==> src/rtl/seq_mul_pkg.sv <==
`default_nettype none
// ============================================================================
// Module      : seq_mul_pkg
// Description : Shared types and constants for the sequential shift-and-add
//               multiplier: FSM state encoding, default operand width and
//               the iteration-counter width helper.
// Revision    : 1.0 - initial release
// ============================================================================
package seq_mul_pkg;

  // Default operand width; product and accumulator are twice this
  localparam int unsigned SEQ_MUL_WIDTH_DEF = 8;

  // Controller states
  typedef enum logic [1:0] {
    ST_IDLE = 2'd0,
    ST_CALC = 2'd1,
    ST_DONE = 2'd2
  } seq_mul_state_e;

  // Iteration counter width: one extra bit over the index range keeps
  // the counter from aliasing when WIDTH is a power of two
  function automatic int unsigned seq_mul_cnt_width(input int unsigned width);
    return $clog2(width) + 1;
  endfunction

endpackage
`default_nettype wire

==> src/rtl/mul_accumulate.sv <==
`default_nettype none
// ============================================================================
// Module      : mul_accumulate
// Description : 2*WIDTH-bit accumulator register with a conditional adder.
//               'clear' zeroes the register, 'add_en' adds 'mcand' into it.
//               The carry out of the add is dropped: an unsigned WIDTH x WIDTH
//               product always fits in 2*WIDTH bits.
// Revision    : 1.0 - initial release
// ============================================================================
module mul_accumulate
  import seq_mul_pkg::*;
#(
  parameter int unsigned WIDTH = SEQ_MUL_WIDTH_DEF
) (
  input  logic               clk,
  input  logic               rst_n,
  input  logic               clear,
  input  logic               add_en,
  input  logic [2*WIDTH-1:0] mcand,
  output logic [2*WIDTH-1:0] acc
);

  logic [2*WIDTH-1:0] r_acc;
  logic [2*WIDTH-1:0] w_sum;

  // Plain 2*WIDTH-bit add, carry-in 0, carry-out discarded
  assign w_sum = r_acc + mcand;

  // Accumulator: clear has priority over a pending add
  always_ff @(posedge clk or negedge rst_n) begin
    if (!rst_n) begin
      r_acc <= '0;
    end else if (clear) begin
      r_acc <= '0;
    end else if (add_en) begin
      r_acc <= w_sum;
    end
  end

  assign acc = r_acc;

endmodule
`default_nettype wire

==> src/rtl/seq_shift_add_multiplier.sv <==
`default_nettype none
// ============================================================================
// Module      : seq_shift_add_multiplier
// Description : Unsigned sequential shift-and-add multiplier with valid/ready
//               handshakes on both sides. One multiplier bit is retired per
//               CALC cycle; the result is held in DONE until consumed.
//               Optional build macro SEQ_MUL_EARLY_TERM_EN: leave CALC as
//               soon as the remaining multiplier bits are all zero.
// Revision    : 1.0 - initial release
// ============================================================================
module seq_shift_add_multiplier
  import seq_mul_pkg::*;
#(
  parameter int unsigned WIDTH = SEQ_MUL_WIDTH_DEF
) (
  input  logic               clk,
  input  logic               rst_n,
  input  logic               in_valid,
  output logic               in_ready,
  input  logic [WIDTH-1:0]   a,
  input  logic [WIDTH-1:0]   b,
  output logic               out_valid,
  input  logic               out_ready,
  output logic [2*WIDTH-1:0] product,
  output logic               busy
);

  localparam int unsigned           C_CNT_W = seq_mul_cnt_width(WIDTH);
  localparam logic [C_CNT_W-1:0]    C_LAST  = C_CNT_W'(WIDTH - 1);
  localparam logic [C_CNT_W-1:0]    C_ONE   = C_CNT_W'(1);

  seq_mul_state_e       r_state;
  logic [2*WIDTH-1:0]   r_mcand;
  logic [WIDTH-1:0]     r_mplier;
  logic [C_CNT_W-1:0]   r_count;

  logic                 w_accept;
  logic                 w_add_en;
  logic [WIDTH-1:0]     w_mplier_next;
  logic                 w_last;
  logic [2*WIDTH-1:0]   w_acc;

  assign w_accept      = in_valid && (r_state == ST_IDLE);
  assign w_add_en      = (r_state == ST_CALC) && r_mplier[0];
  assign w_mplier_next = r_mplier >> 1;

`ifdef SEQ_MUL_EARLY_TERM_EN
  // Stop once no set multiplier bits remain; further adds would be zero
  assign w_last = (r_count == C_LAST) || (w_mplier_next == '0);
`else
  // Fixed latency: always retire all WIDTH multiplier bits
  assign w_last = (r_count == C_LAST);
`endif

  // Controller FSM with the multiplicand/multiplier shift registers and counter
  always_ff @(posedge clk or negedge rst_n) begin
    if (!rst_n) begin
      r_state  <= ST_IDLE;
      r_mcand  <= '0;
      r_mplier <= '0;
      r_count  <= '0;
    end else begin
      case (r_state)
        ST_IDLE: begin
          if (in_valid) begin
            r_mcand  <= {{WIDTH{1'b0}}, a};
            r_mplier <= b;
            r_count  <= '0;
            r_state  <= ST_CALC;
          end
        end
        ST_CALC: begin
          // Bits shifted out of the top of mcand are simply lost
          r_mcand  <= r_mcand << 1;
          r_mplier <= w_mplier_next;
          r_count  <= r_count + C_ONE;
          if (w_last) begin
            r_state <= ST_DONE;
          end
        end
        ST_DONE: begin
          if (out_ready) begin
            r_state <= ST_IDLE;
          end
        end
        default: begin
          r_state <= ST_IDLE;
        end
      endcase
    end
  end

  mul_accumulate #(
    .WIDTH (WIDTH)
  ) u_acc (
    .clk    (clk),
    .rst_n  (rst_n),
    .clear  (w_accept),
    .add_en (w_add_en),
    .mcand  (r_mcand),
    .acc    (w_acc)
  );

  // Handshake and status outputs decode only the state register
  assign in_ready  = (r_state == ST_IDLE);
  assign out_valid = (r_state == ST_DONE);
  assign busy      = (r_state == ST_CALC) || (r_state == ST_DONE);
  assign product   = w_acc;

endmodule
`default_nettype wire
==> config.mk <==
export PLATFORM = sky130hd
export DESIGN_NAME = seq_shift_add_multiplier
export DESIGN_NICKNAME = d
export VERILOG_FILES = /design/src/rtl/seq_mul_pkg.sv /design/src/rtl/mul_accumulate.sv /design/src/rtl/seq_shift_add_multiplier.sv
export SDC_FILE = /design/constraint.sdc
export NUM_CORES = 1
export LEC_CHECK = 0
export ABC_AREA = 0
export CORE_MARGIN = 3
export CORE_UTILIZATION = 44
export CTS_CLUSTER_SIZE = 20
export DETAILED_ROUTE_END_ITERATION = 10
export MAX_ROUTING_LAYER = met4
export PLACE_DENSITY = 0.74
export SETUP_SLACK_MARGIN = 0.02
export SYNTH_ARGS = -nofsm -noshare
export SYNTH_HDL_FRONTEND = slang
export SYNTH_SLANG_ARGS = --single-unit
==> constraint.sdc <==
create_clock -name clk -period 4.4 [get_ports clk]
set_clock_uncertainty 0.15 [all_clocks]
set_input_delay 0.88 -clock clk [delete_from_list [all_inputs] [get_ports clk]]
set_output_delay 0.88 -clock clk [all_outputs]
set_load 0.02 [all_outputs]
=== Word-level counts from Yosys, hierarchy flattened ===
Index checks and enable logic that the tools add are counted.

* $add $sub $neg: 2
* Eq/ne operators: 6
* Multiplexer cells: 12
* Reductions and logical operators: 8

{| class="wikitable"
|+ Operator list
! cell !! count
|-
| $mux 16 || 3
|-
| $pmux 16 s2 || 1
|-
| $add 16x16->16 || 1
|-
| $pmux 8 s2 || 1
|-
| $mux 8 || 1
|-
| $pmux 4 s2 || 1
|-
| $mux 2 || 3
|-
| $pmux 2 s3 || 1
|-
| $add 4x1->4 const B || 1
|-
| $eq 4x3->1 const B || 1
|-
| $mux 4 || 1
|-
| $ne 2x2->1 const B || 2
|-
| $reduce_bool 2->1 || 2
|-
| $reduce_and 3->1 || 1
|-
| $eq 2x1->1 const B || 1
|-
| $eq 2x2->1 const B || 1
|-
| $logic_and 1x1->1 || 2
|-
| $logic_not 2->1 || 1
|-
| $ne 2x1->1 const B || 1
|-
| $reduce_and 2->1 || 1
|-
| $logic_or 1x1->1 || 1
|}

* Register bits after elaboration: 46
* Input port bits: 20
* Output and inout bits: 19
* Logic and storage cells: 33

=== Depth between registers and ports, before layout ===
Gate-level depths: netlist of the first run.

* Depth after elaboration: 4
* Gate-level depth with buffers: 8
* Mapped depth without buffers: 7

=== Modules after synthesis ===
From an unflattened synthesis of the first run, not the netlist that was laid out.

* Cell total of the unflattened synthesis: 283
* Area total of the unflattened synthesis: 2881.5 sq um

{| class="wikitable"
|+ By module, submodules not included
! module !! times used !! cells an instance !! area each (sq um)
|-
| mul_accumulate || 1 || 154 || 1463.9
|-
| seq_shift_add_multiplier || 1 || 129 || 1417.6
|}

=== Worst setup path after synthesis of the first run ===
Ideal clock, no wire load.

* Path type: register to register
* From: reg u_acc.r_acc[0], in the netlist u_acc.acc[0]
* To: reg u_acc.r_acc[12], in the netlist u_acc.acc[12]
* Setup time: 132 ps
* Arrival time: 2152 ps
* Path slack: 1966 ps
* Stages on the path, launching flop included: 8
* Cell sequence: dfrtp_1 -> ha_1 -> fa_1 -> a21oi_2 -> o221ai_4 -> a41oi_1 -> nor3_1 -> or3b_1

* Longest elaborated chain between the ends: 3

{| class="wikitable"
|+ Ends and longest elaborated chain
! item !! RTL line !! source
|-
| start, declared || mul_accumulate.sv:23 || <nowiki>logic [2*WIDTH-1:0] r_acc;</nowiki>
|-
| start signal, assigned || mul_accumulate.sv:36 || <nowiki>r_acc <= w_sum;</nowiki>
|-
| $add 16x16->16 || mul_accumulate.sv:27 || <nowiki>assign w_sum = r_acc + mcand;</nowiki>
|-
| $mux 16 || mul_accumulate.sv:35 || <nowiki>end else if (add_en) begin</nowiki>
|-
| $mux 16 || mul_accumulate.sv:33 || <nowiki>end else if (clear) begin</nowiki>
|}

Every way passes these cells. The select of a mux whose other input is x is not followed.
A chain may end at the register's enable or synchronous reset.

=== Worst setup path in the final report of the first run ===
* From: reg r_state[0]
* To: out in_ready

* Longest elaborated chain between the ends: 1

{| class="wikitable"
|+ Ends and longest elaborated chain
! item !! RTL line !! source
|-
| start, declared || seq_shift_add_multiplier.sv:32 || <nowiki>seq_mul_state_e r_state;</nowiki>
|-
| start signal, assigned || seq_shift_add_multiplier.sv:58 || <nowiki>r_state <= ST_IDLE;</nowiki>
|-
| start signal, assigned || seq_shift_add_multiplier.sv:69 || <nowiki>r_state <= ST_CALC;</nowiki>
|-
| start signal, assigned || seq_shift_add_multiplier.sv:78 || <nowiki>r_state <= ST_DONE;</nowiki>
|-
| $logic_not 2->1 || seq_shift_add_multiplier.sv:105 || <nowiki>assign in_ready = (r_state == ST_IDLE);</nowiki>
|-
| end, declared || seq_shift_add_multiplier.sv:19 || <nowiki>output logic in_ready,</nowiki>
|}

Every way passes these cells.

==> impl_metrics.py, run 1 <==
metrics = {
    "status": {
        "status": "finished clean",
    },
    "synthesis": {
        "synth_area_in_adders_pct": 8.78,
        "synth.area.mux_share_pct": 8.96,
        "synth_compound_area_share_pct": 22.5,
        "synthesis.area_mm2": 0.00293,
        "syn_area_per_cell_um2": 9.50,
        "synth_seq_cells": 46,
        "synth_xor_xnor_area_share_pct": 2.99,
        "synth_enable_flop_cells": 0,
        "ys.warnings.count": 0,
        "combinational_family_with_the_most_area_after_synthesis": "compound AO/OA/AOI/OAI gates",
        "synthesis.instances": 309,
        "async_reset_ff_share_pct": 100,
        "synth-simple-area-share_pct": 13.4,
        "synth_top_flop_cell": "dfrtp_1",
        "synth.net_count": 349,
        "synth-seq-area-share_pct": 39.2,
        "ys_types": 53,
    },
    "layout": {
        "post_route_cells_drive_above_1_share_pct": 5.60,
        "mostFrequentLayoutCells": "46 x dfrtp_1, 39 x nand2_1, 37 x o21ai_0, 37 x clkdlybuf4s50_1, 24 x mux2i_1",
        "finalNonFillerCells": 416,
        "final_common_cell": "dfrtp_1",
        "antennaDiodeCount": 0,
        "layout-area-overhead-vs-synth_pct": 17.3,
        "num-nets-final": 378,
    },
    "worst_hold_path": {
        "hp-start": "r_mplier[6]",
        "holdPathStages": 2,
        "min_path_type": "register to register",
        "timing.hold.worst_endpoint": "r_mplier[6]",
    },
    "global_routing": {
        "wire_length_of_the_first_global_routing_pass_um": 11100,
        "gr-total-overflow": 0,
        "antenna_found_initial": 0,
        "first_global_vias": 2284,
        "grt_usage_pct": 18.7,
        "grt_start_max_net_pins": 47,
    },
    "floorplan": {
        "core_mm2": 0.00642,
        "initial_cell_density_of_the_core_pct": 45.7,
        "row_count": 29,
        "die_h_um": 87.7,
        "io_pins": 39,
        "die_width_um": 87.7,
        "die_area_mm2": 0.00768,
    },
    "timing": {
        "min_period_over_period_pct": 73.8,
        "final.min_clock_period_ns": 3.25,
        "finalHoldViolations": 0,
        "hold-worst-slack_ns": 0.343,
        "fin_tns_setup_ns": 0,
        "tightestPinTransition_ns": 1.04,
        "slew-limit-headroom_pct": 31.0,
        "fmaxAchievable_mhz": 308,
        "final-max-slew-violation-count": 0,
        "finalSetupViolations": 0,
        "rsz0062_at_grt": "no",
    },
    "critical_path": {
        "slowest_delay_ns": 0.74,
        "cpMaxStageDelayCell": "clkdlybuf4s50_1",
        "worst_ep_arrival_time_ns": 2.22,
        "element_type_at_the_critical_path_end": "primary output",
        "worst_r2r_startpoint": "r_state[1]",
        "critPathTopFamily": "buffers and inverters",
        "path_buf_inv": 2,
        "crit_reg_reg_endpoint": "r_count[2]",
        "timing_worst_setup_path_type": "register to primary output",
        "worstPathRequired_ns": 3.37,
        "crit_path_cell_trace": "inv_1 -> ha_1 -> clkdlybuf4s50_1",
        "critPathLaunchType": "register",
        "cp_max_fo": 22,
        "ff2ff_setup_slack_ns": 1.67,
        "ff2ff_path_depth": 7,
    },
    "detailed_routing": {
        "detail_route.wirelength_um": 6510,
        "detail_route.iter0.violations": 138,
        "drt.antenna.violating_nets": 0,
        "drt-vias-per-instance": 5.84,
        "routed_length_per_instance_um": 15.7,
        "route.vias.total": 2431,
        "drc": 0,
        "drt-pass1-iter-count": 4,
    },
    "job": {
        "drv_cap": 0,
    },
    "power": {
        "vdd.ir_drop.worst_uv": 434,
        "cellLeakagePower_nw": 1.46,
        "cellPowerDensity_mw_per_mm2": 692,
    },
    "clocking": {
        "cts.clk_slew.worst_paths_ns": 0.09,
        "cts_root_buffer": "clkbuf_8",
        "cts_tree": "built",
        "post-cts-setup-buffer-count": 0,
        "cts-buffers-inserted": 5,
        "post_cts.resized_instances": 0,
        "htree_num_levels": 2,
        "clkSinkCount": 46,
        "cts_max_path_buffers": 2,
        "hold_buffers": 0,
        "worst_skew_pair.late_latency_ns": 0.31,
    },
    "placement": {
        "half_perimeter_wire_length_of_the_detailed_placement_result_um": 4750,
        "placed_cells_incl_taps": 408,
        "numPortBuffers": 38,
        "globalplace.congestion": 0.876,
    },
}
[registers in the layout, summed over array words and instances, names as in the netlist]
signal and cells:
r_count 4, r_mcand 16, r_state 2, r_mplier 8, u_acc.acc 16
[worst max-delay path by stage]
stage | slack, ns | start | cells past startpoint | end
6_report | 1.15 | r_state[0] | 3 | in_ready
5_1_grt | 1.04 | r_state[0] | 3 | in_ready
4_1_cts | 1.15 | r_state[0] | 3 | in_ready
3_5_place_dp | 1.21 | in_valid | 6 | r_count[2]
3_3_place_gp | 1.24 | in_valid | 6 | r_count[2]
2_1_floorplan | 1.97 | u_acc.acc[0] | 7 | u_acc.acc[12]
[report_power, final]
group	internal, W	switching [W]
Clock	0.000170	0.000153
Sequential	0.000594	0.000177
Combinational	0.000536	0.000753
[worst reg2reg max path, cell delays in order (launching register included)]
cell and delay [ns]:
dfrtp_1 0.38, inv_1 0.07, ha_2 0.36, buf_4 0.32
o21ai_2 0.81, nor2_1 0.07, mux2_2 0.29, a22o_1 0.17
[synthesized netlist by cell type, types with 4 or more instances]
cell type	instances	area (µm²)
ha_1	19	238
nand2_1	39	146
xnor2_1	7	61.3
nand3_1	6	30.0
mux2i_1	24	240
a32oi_1	10	87.6
a22o_1	6	52.6
buf_2	7	35.0
dfrtp_1	46	1150
o21ai_1	5	25.0
inv_1	9	33.8
a21oi_1	16	80.1
o21ai_0	37	185
nor2_1	14	52.6
clkbuf_1	8	30.0
o211ai_1	4	30.0
[per-stage QoR]
step	worst slack, ns	cell area, µm²	util (%)	power [W]
after global routing	1.04	3440	53.6	0.00258
after floorplan	1.97	2930	-	0.00170
after detailed placement	1.21	3330	51.9	0.00207
final	1.15	3440	53.6	0.00238
after CTS	1.15	3440	53.6	0.00239
after global placement	1.24	3330	51.9	0.00203
[cells by family (layout without fill, tap and decap cells)]
| group | count (synthesis) | in the layout |
|---|---|---|
| compound gates | 99 | 99 |
| simple gates | 82 | 82 |
| flops | 46 | 46 |
| mux | 26 | 26 |
| buf+inv | 26 | 56 |
| fa+ha+maj | 20 | 20 |
| xor+xnor | 10 | 10 |
[area by class of cell]
cell class / count / area (µm²)
fill: 589 / 2980
clock buffer: 6 / 72.6
clock inverter: 2 / 37.5
multi-input combinational: 237 / 1670
sequential: 46 / 1150
tap: 77 / 96.3
inverter: 9 / 33.8
timing repair buffer: 39 / 383
[routing by layer]
layer  vias up  part of all wire (%)  GRT usage [%]
met2        48                    47           29.3
li1       1204                     -              -
met4         0                   1.3           4.18
met5         -                     0              -
met1      1171                    48           25.4
met3         8                   3.5           3.29
(Power assumes the default switching activity.)
==> inputs of run 2 (changes only) <==
PLACE_DENSITY = 0.77   (was 0.74)
clock period = 2.9 ns   (was 4.4 ns; I/O delays follow)
==> run 2 against run 1 <==
Critical endpoint is now u_acc.acc[12]. Critical path depth up 4. Cell area grew 1.6%. Largest power group unchanged. Clock power is 52% higher. Clock-buffer cell count did not move. Combinational power is 57% higher. Worst setup slack lost 0.76 ns. Power is 54% higher. Utilization up 0.86 points. Wire length is 1.8% lower. Die area stayed put.
==> impl_metrics.py, run 2 (synthesis results as in run 1) <==
metrics = {
    "detailed_routing": {
        "route.vias.total": 2435,
        "detail_route.wirelength_um": 6400,
        "drt.antenna.violating_nets": 0,
        "drt-vias-per-instance": 5.77,
        "detail_route.iter0.violations": 186,
        "routed_length_per_instance_um": 15.2,
        "drc": 0,
        "drt-pass1-iter-count": 4,
    },
    "clocking": {
        "cts_max_path_buffers": 2,
        "htree_num_levels": 2,
        "hold_buffers": 0,
        "cts_root_buffer": "clkbuf_8",
        "cts_tree": "built",
        "clkSinkCount": 46,
        "cts.clk_slew.worst_paths_ns": 0.08,
        "post_cts.resized_instances": 0,
        "cts-buffers-inserted": 5,
        "worst_skew_pair.late_latency_ns": 0.30,
        "post-cts-setup-buffer-count": 0,
    },
    "timing": {
        "postLayoutSetupSlackWorst_ns": 0.393,
        "min_period_over_period_pct": 86.4,
        "finalHoldViolations": 0,
        "final-max-slew-violation-count": 0,
        "slew-limit-headroom_pct": 63.0,
        "fin_tns_setup_ns": 0,
        "tightestPinTransition_ns": 0.554,
        "final.min_clock_period_ns": 2.51,
        "fmaxAchievable_mhz": 399,
        "rsz0062_at_grt": "no",
        "finalSetupViolations": 0,
    },
    "floorplan": {
        "io_pins": 39,
        "die_h_um": 87.7,
        "die_width_um": 87.7,
        "core_mm2": 0.00642,
        "die_area_mm2": 0.00768,
        "initial_cell_density_of_the_core_pct": 45.7,
        "row_count": 29,
    },
    "critical_path": {
        "worstSetupStartpoint": "r_mcand[0]",
        "critPathLaunchType": "register",
        "worstPathRequired_ns": 2.92,
        "worst_r2r_startpoint": "r_mcand[0]",
        "element_type_at_the_critical_path_end": "register",
        "cp_max_fo": 6,
        "ff2ff_setup_slack_ns": 0.39,
        "worst_ep_arrival_time_ns": 2.53,
        "timing_worst_setup_path_type": "register to register",
    },
    "power": {
        "vdd.ir_drop.worst_uv": 509,
        "power.switching_w": 0.00163,
        "cell_internal_pwr_w": 0.00203,
        "cellPowerDensity_mw_per_mm2": 1050,
        "pwr-share-comb_pct": 55.3,
        "power.switching_fraction_pct": 44.6,
        "clock_power_share_pct": 13.4,
        "cellLeakagePower_nw": 1.50,
        "seqPwrFrac_pct": 31.3,
    },
    "global_routing": {
        "grt_start_max_net_pins": 30,
        "grt_usage_pct": 19.0,
        "antenna_found_initial": 0,
        "first_global_vias": 2420,
        "wire_length_of_the_first_global_routing_pass_um": 11200,
        "gr-total-overflow": 0,
    },
    "job": {
        "drv_cap": 0,
    },
    "layout": {
        "antennaDiodeCount": 0,
        "layout-area-overhead-vs-synth_pct": 19.2,
        "num-nets-final": 385,
        "final_common_cell": "dfrtp_1",
        "post_route_cells_drive_above_1_share_pct": 7.54,
        "mostFrequentLayoutCells": "46 x dfrtp_1, 39 x nand2_1, 37 x o21ai_0, 37 x clkdlybuf4s50_1, 24 x mux2i_1",
    },
    "worst_hold_path": {
        "min_path_type": "input pin to async pin",
    },
    "placement": {
        "globalplace.congestion": 0.923,
        "numPortBuffers": 38,
        "half_perimeter_wire_length_of_the_detailed_placement_result_um": 4780,
        "pre_cts_ws_ns": 0.396,
    },
    "status": {
        "status": "finished clean",
    },
}
[run 2: metrics by stage]
stage	instances	util, %	total power [W]	hold WS, ns	instance area, µm²
detailed placement	415	52.7	0.00318	0.321	3380
finish	422	54.5	0.00366	0.106	3500
CTS	422	54.5	0.00368	0.113	3500
global placement	415	52.7	0.00311	0.316	3380
global route	422	54.5	0.00398	0.130	3500
floorplan	309	-	0.00258	0.134	2930
[run 2: power by group through the flow]
stage | logic [W] | registers, W | clock network [W]
2_1_floorplan | 0.00140 | 0.00119 | 0
3_3_place_gp | 0.00196 | 0.00115 | 0
3_5_place_dp | 0.00201 | 0.00116 | 0
4_1_cts | 0.00203 | 0.00115 | 0.000507
5_1_grt | 0.00225 | 0.00119 | 0.000535
6_report | 0.00203 | 0.00115 | 0.000492
[run 2: critical path, stage by stage, from the launching register on]
cell and delay (ns):
dfrtp_1 0.42, ha_1 0.24, fa_1 0.43, a21oi_2 0.23, o221ai_4 0.19, a41oi_1 0.29
nor3_1 0.06, or3b_1 0.37
[run 2: final cells by class]
type,count,area [µm²]
fillers,592,2930
multi-input cells,237,1670
flip-flops and latches,46,1150
repair buffers,46,435
well taps,77,96.3
clock buffers,6,82.6
inverters,9,33.8
clock inverters,1,30.0
[run 2: final timing paths]
kind	to	cells after the start
worst max-delay path	u_acc.acc[12]	7
worst min-delay path	r_count[1]	2
worst max register to register	u_acc.acc[12]	7
worst min register to register	r_mplier[3]	2
max in group asynchronous	u_acc.acc[12]	2
min in group clk	r_mplier[3]	2
[run 2: metal layers]
metal / track usage [%] / wire length, µm / up-vias
li1: - / - / 1214
met1: 24.1 / 2910 / 1167
met2: 30.4 / 3100 / 48
met3: 3.95 / 286 / 6
met4: 6.42 / 99 / 0
met5: - / 0 / -
==> inputs of run 3 (changes only) <==
CELL_PAD_IN_SITES_DETAIL_PLACEMENT = 1   (was default)
CELL_PAD_IN_SITES_GLOBAL_PLACEMENT = 2   (was default)
CORE_UTILIZATION = 31   (was 44)
PLACE_DENSITY = 0.84   (was 0.77)
==> run 3 against run 2 <==
Combinational power barely moved. Hold slack improved by 0.092 ns. Register-to-register slack barely moved. Wire length rose by 21%. Final cell count rose by 11%. Power rose by 1.4%. Highest routed layer unchanged.
==> impl_metrics.py, run 3 (synthesis results as in run 1) <==
metrics = {
    "critical_path": {
        "element_type_at_the_critical_path_end": "primary output",
        "timing_worst_setup_path_type": "register to primary output",
        "worstPathRequired_ns": 2.17,
        "slowest_delay_ns": 0.69,
        "cp_max_fo": 10,
        "crit_path_cell_trace": "inv_1 -> ha_1 -> clkdlybuf4s50_1",
        "cpMaxStageDelayCell": "clkdlybuf4s50_1",
        "worst_ep_arrival_time_ns": 1.93,
        "ff2ff_setup_slack_ns": 0.38,
        "critPathLaunchType": "register",
    },
    "power": {
        "vdd.ir_drop.worst_uv": 404,
        "cellLeakagePower_nw": 1.48,
        "cell_internal_pwr_w": 0.00201,
        "power.switching_fraction_pct": 46.0,
        "clock_power_share_pct": 13.6,
        "power.switching_w": 0.00171,
        "pwr-share-comb_pct": 55.3,
        "cellPowerDensity_mw_per_mm2": 1050,
        "seqPwrFrac_pct": 31.1,
    },
    "clocking": {
        "cts.clk_slew.worst_paths_ns": 0.10,
        "clkSinkCount": 46,
        "cts-buffers-inserted": 5,
        "post-cts-setup-buffer-count": 0,
        "cts_root_buffer": "clkbuf_8",
        "htree_num_levels": 2,
        "hold_buffers": 0,
        "cts_max_path_buffers": 2,
        "post_cts.resized_instances": 0,
        "worst_skew_pair.late_latency_ns": 0.31,
        "cts_tree": "built",
    },
    "layout": {
        "post_route_cells_drive_above_1_share_pct": 7.27,
        "final_common_cell": "dfrtp_1",
        "mostFrequentLayoutCells": "46 x dfrtp_1, 39 x nand2_1, 37 x o21ai_0, 37 x clkdlybuf4s50_1, 24 x mux2i_1",
        "num-nets-final": 383,
        "finalNonFillerCells": 470,
        "fin_util_pct": 39.5,
        "antennaDiodeCount": 0,
        "layout-area-overhead-vs-synth_pct": 20.8,
    },
    "detailed_routing": {
        "drt-vias-per-instance": 5.31,
        "detail_route.iter0.violations": 50,
        "drt.antenna.violating_nets": 0,
        "routed_length_per_instance_um": 16.4,
        "detail_route.wirelength_um": 7720,
        "route.vias.total": 2498,
        "drt-pass1-iter-count": 4,
        "drc": 0,
    },
    "timing": {
        "finalSetupViolations": 0,
        "tightestPinTransition_ns": 0.640,
        "final.min_clock_period_ns": 2.66,
        "min_period_over_period_pct": 91.7,
        "fin_tns_setup_ns": 0,
        "finalHoldViolations": 0,
        "hold-worst-slack_ns": 0.198,
        "final-max-slew-violation-count": 0,
        "rsz0062_at_grt": "no",
        "fmaxAchievable_mhz": 376,
        "slew-limit-headroom_pct": 57.3,
    },
    "status": {
        "status": "finished clean",
    },
    "placement": {
        "globalplace.congestion": 0.875,
        "placed_cells_incl_taps": 462,
        "numPortBuffers": 38,
        "half_perimeter_wire_length_of_the_detailed_placement_result_um": 5660,
    },
    "job": {
        "drv_cap": 0,
    },
    "global_routing": {
        "antenna_found_initial": 0,
        "first_global_vias": 2705,
        "grt_usage_pct": 16.3,
        "gr-total-overflow": 0,
        "wire_length_of_the_first_global_routing_pass_um": 13200,
        "grt_start_max_net_pins": 47,
    },
    "floorplan": {
        "die_area_mm2": 0.0107,
        "die_h_um": 103,
        "io_pins": 39,
        "row_count": 34,
        "core_mm2": 0.00898,
        "die_width_um": 103,
        "initial_cell_density_of_the_core_pct": 32.7,
    },
    "worst_hold_path": {
        "min_path_type": "input pin to async pin",
    },
}
==> run 3: cell types whose count changed in the layout (fill, tap and decap cells not counted), sizes merged <==
| cell | delta |
|---|---|
| buf | -2 |
| clkbuf | -1 |
| clkinvlp | +2 |
==> run 3: worst paths after layout <==
path | start | end | cells after the start
hold / removal | rst_n | r_count[2] | 2
min in group clk | r_mplier[2] | r_mplier[2] | 2
max in group asynchronous | rst_n | u_acc.acc[5] | 2
hold reg to reg | r_mplier[2] | r_mplier[2] | 2
setup reg to reg | r_mcand[0] | u_acc.acc[12] | 7
setup / recovery | r_state[1] | in_ready | 3
==> run 3: worst max-delay path, delay by kind of cell, from the launching register on <==
family / cells / cell delay, ns
buffers and inverters: 2 / 0.78
flip-flops: 1 / 0.42
adder cells (fa/ha/maj): 1 / 0.42
==> run 3: area by class of cell <==
type | count | area (µm²)
Timing Repair Buffer | 44 | 420
Tap cell | 126 | 158
Fill cell | 1051 | 5430
Multi-Input combinational cell | 237 | 1670
Sequential cell | 46 | 1150
Inverter | 9 | 33.8
Clock buffer | 5 | 68.8
Clock inverter | 3 | 45.0
==> run 3: metrics by stage <==
stage	setup WS, ns	cell area [µm²]	total power [W]
6_report	0.240	3540	0.00372
5_1_grt	0.150	3540	0.00406
4_1_cts	0.223	3540	0.00376
3_5_place_dp	0.391	3430	0.00325
3_3_place_gp	0.426	3430	0.00317
2_1_floorplan	0.466	2930	0.00258
==> run 3: power by group through the flow <==
stage	sequential (W)	clock [W]	combinational, W
4_1_cts	0.00116	0.000517	0.00209
3_5_place_dp	0.00118	0	0.00207
2_1_floorplan	0.00119	0	0.00140
5_1_grt	0.00121	0.000541	0.00232
6_report	0.00115	0.000506	0.00206
3_3_place_gp	0.00116	0	0.00201
==> run 3: metal layers <==
metal / up-vias / share of wire [%] / wire length, µm / track usage [%]
met5: - / 0 / 0 / -
met4: 0 / 1.6 / 125 / 4.88
met3: 11 / 3.4 / 265 / 2.82
met2: 44 / 49 / 3750 / 28.0
met1: 1237 / 46 / 3580 / 19.5
li1: 1206 / - / - / -
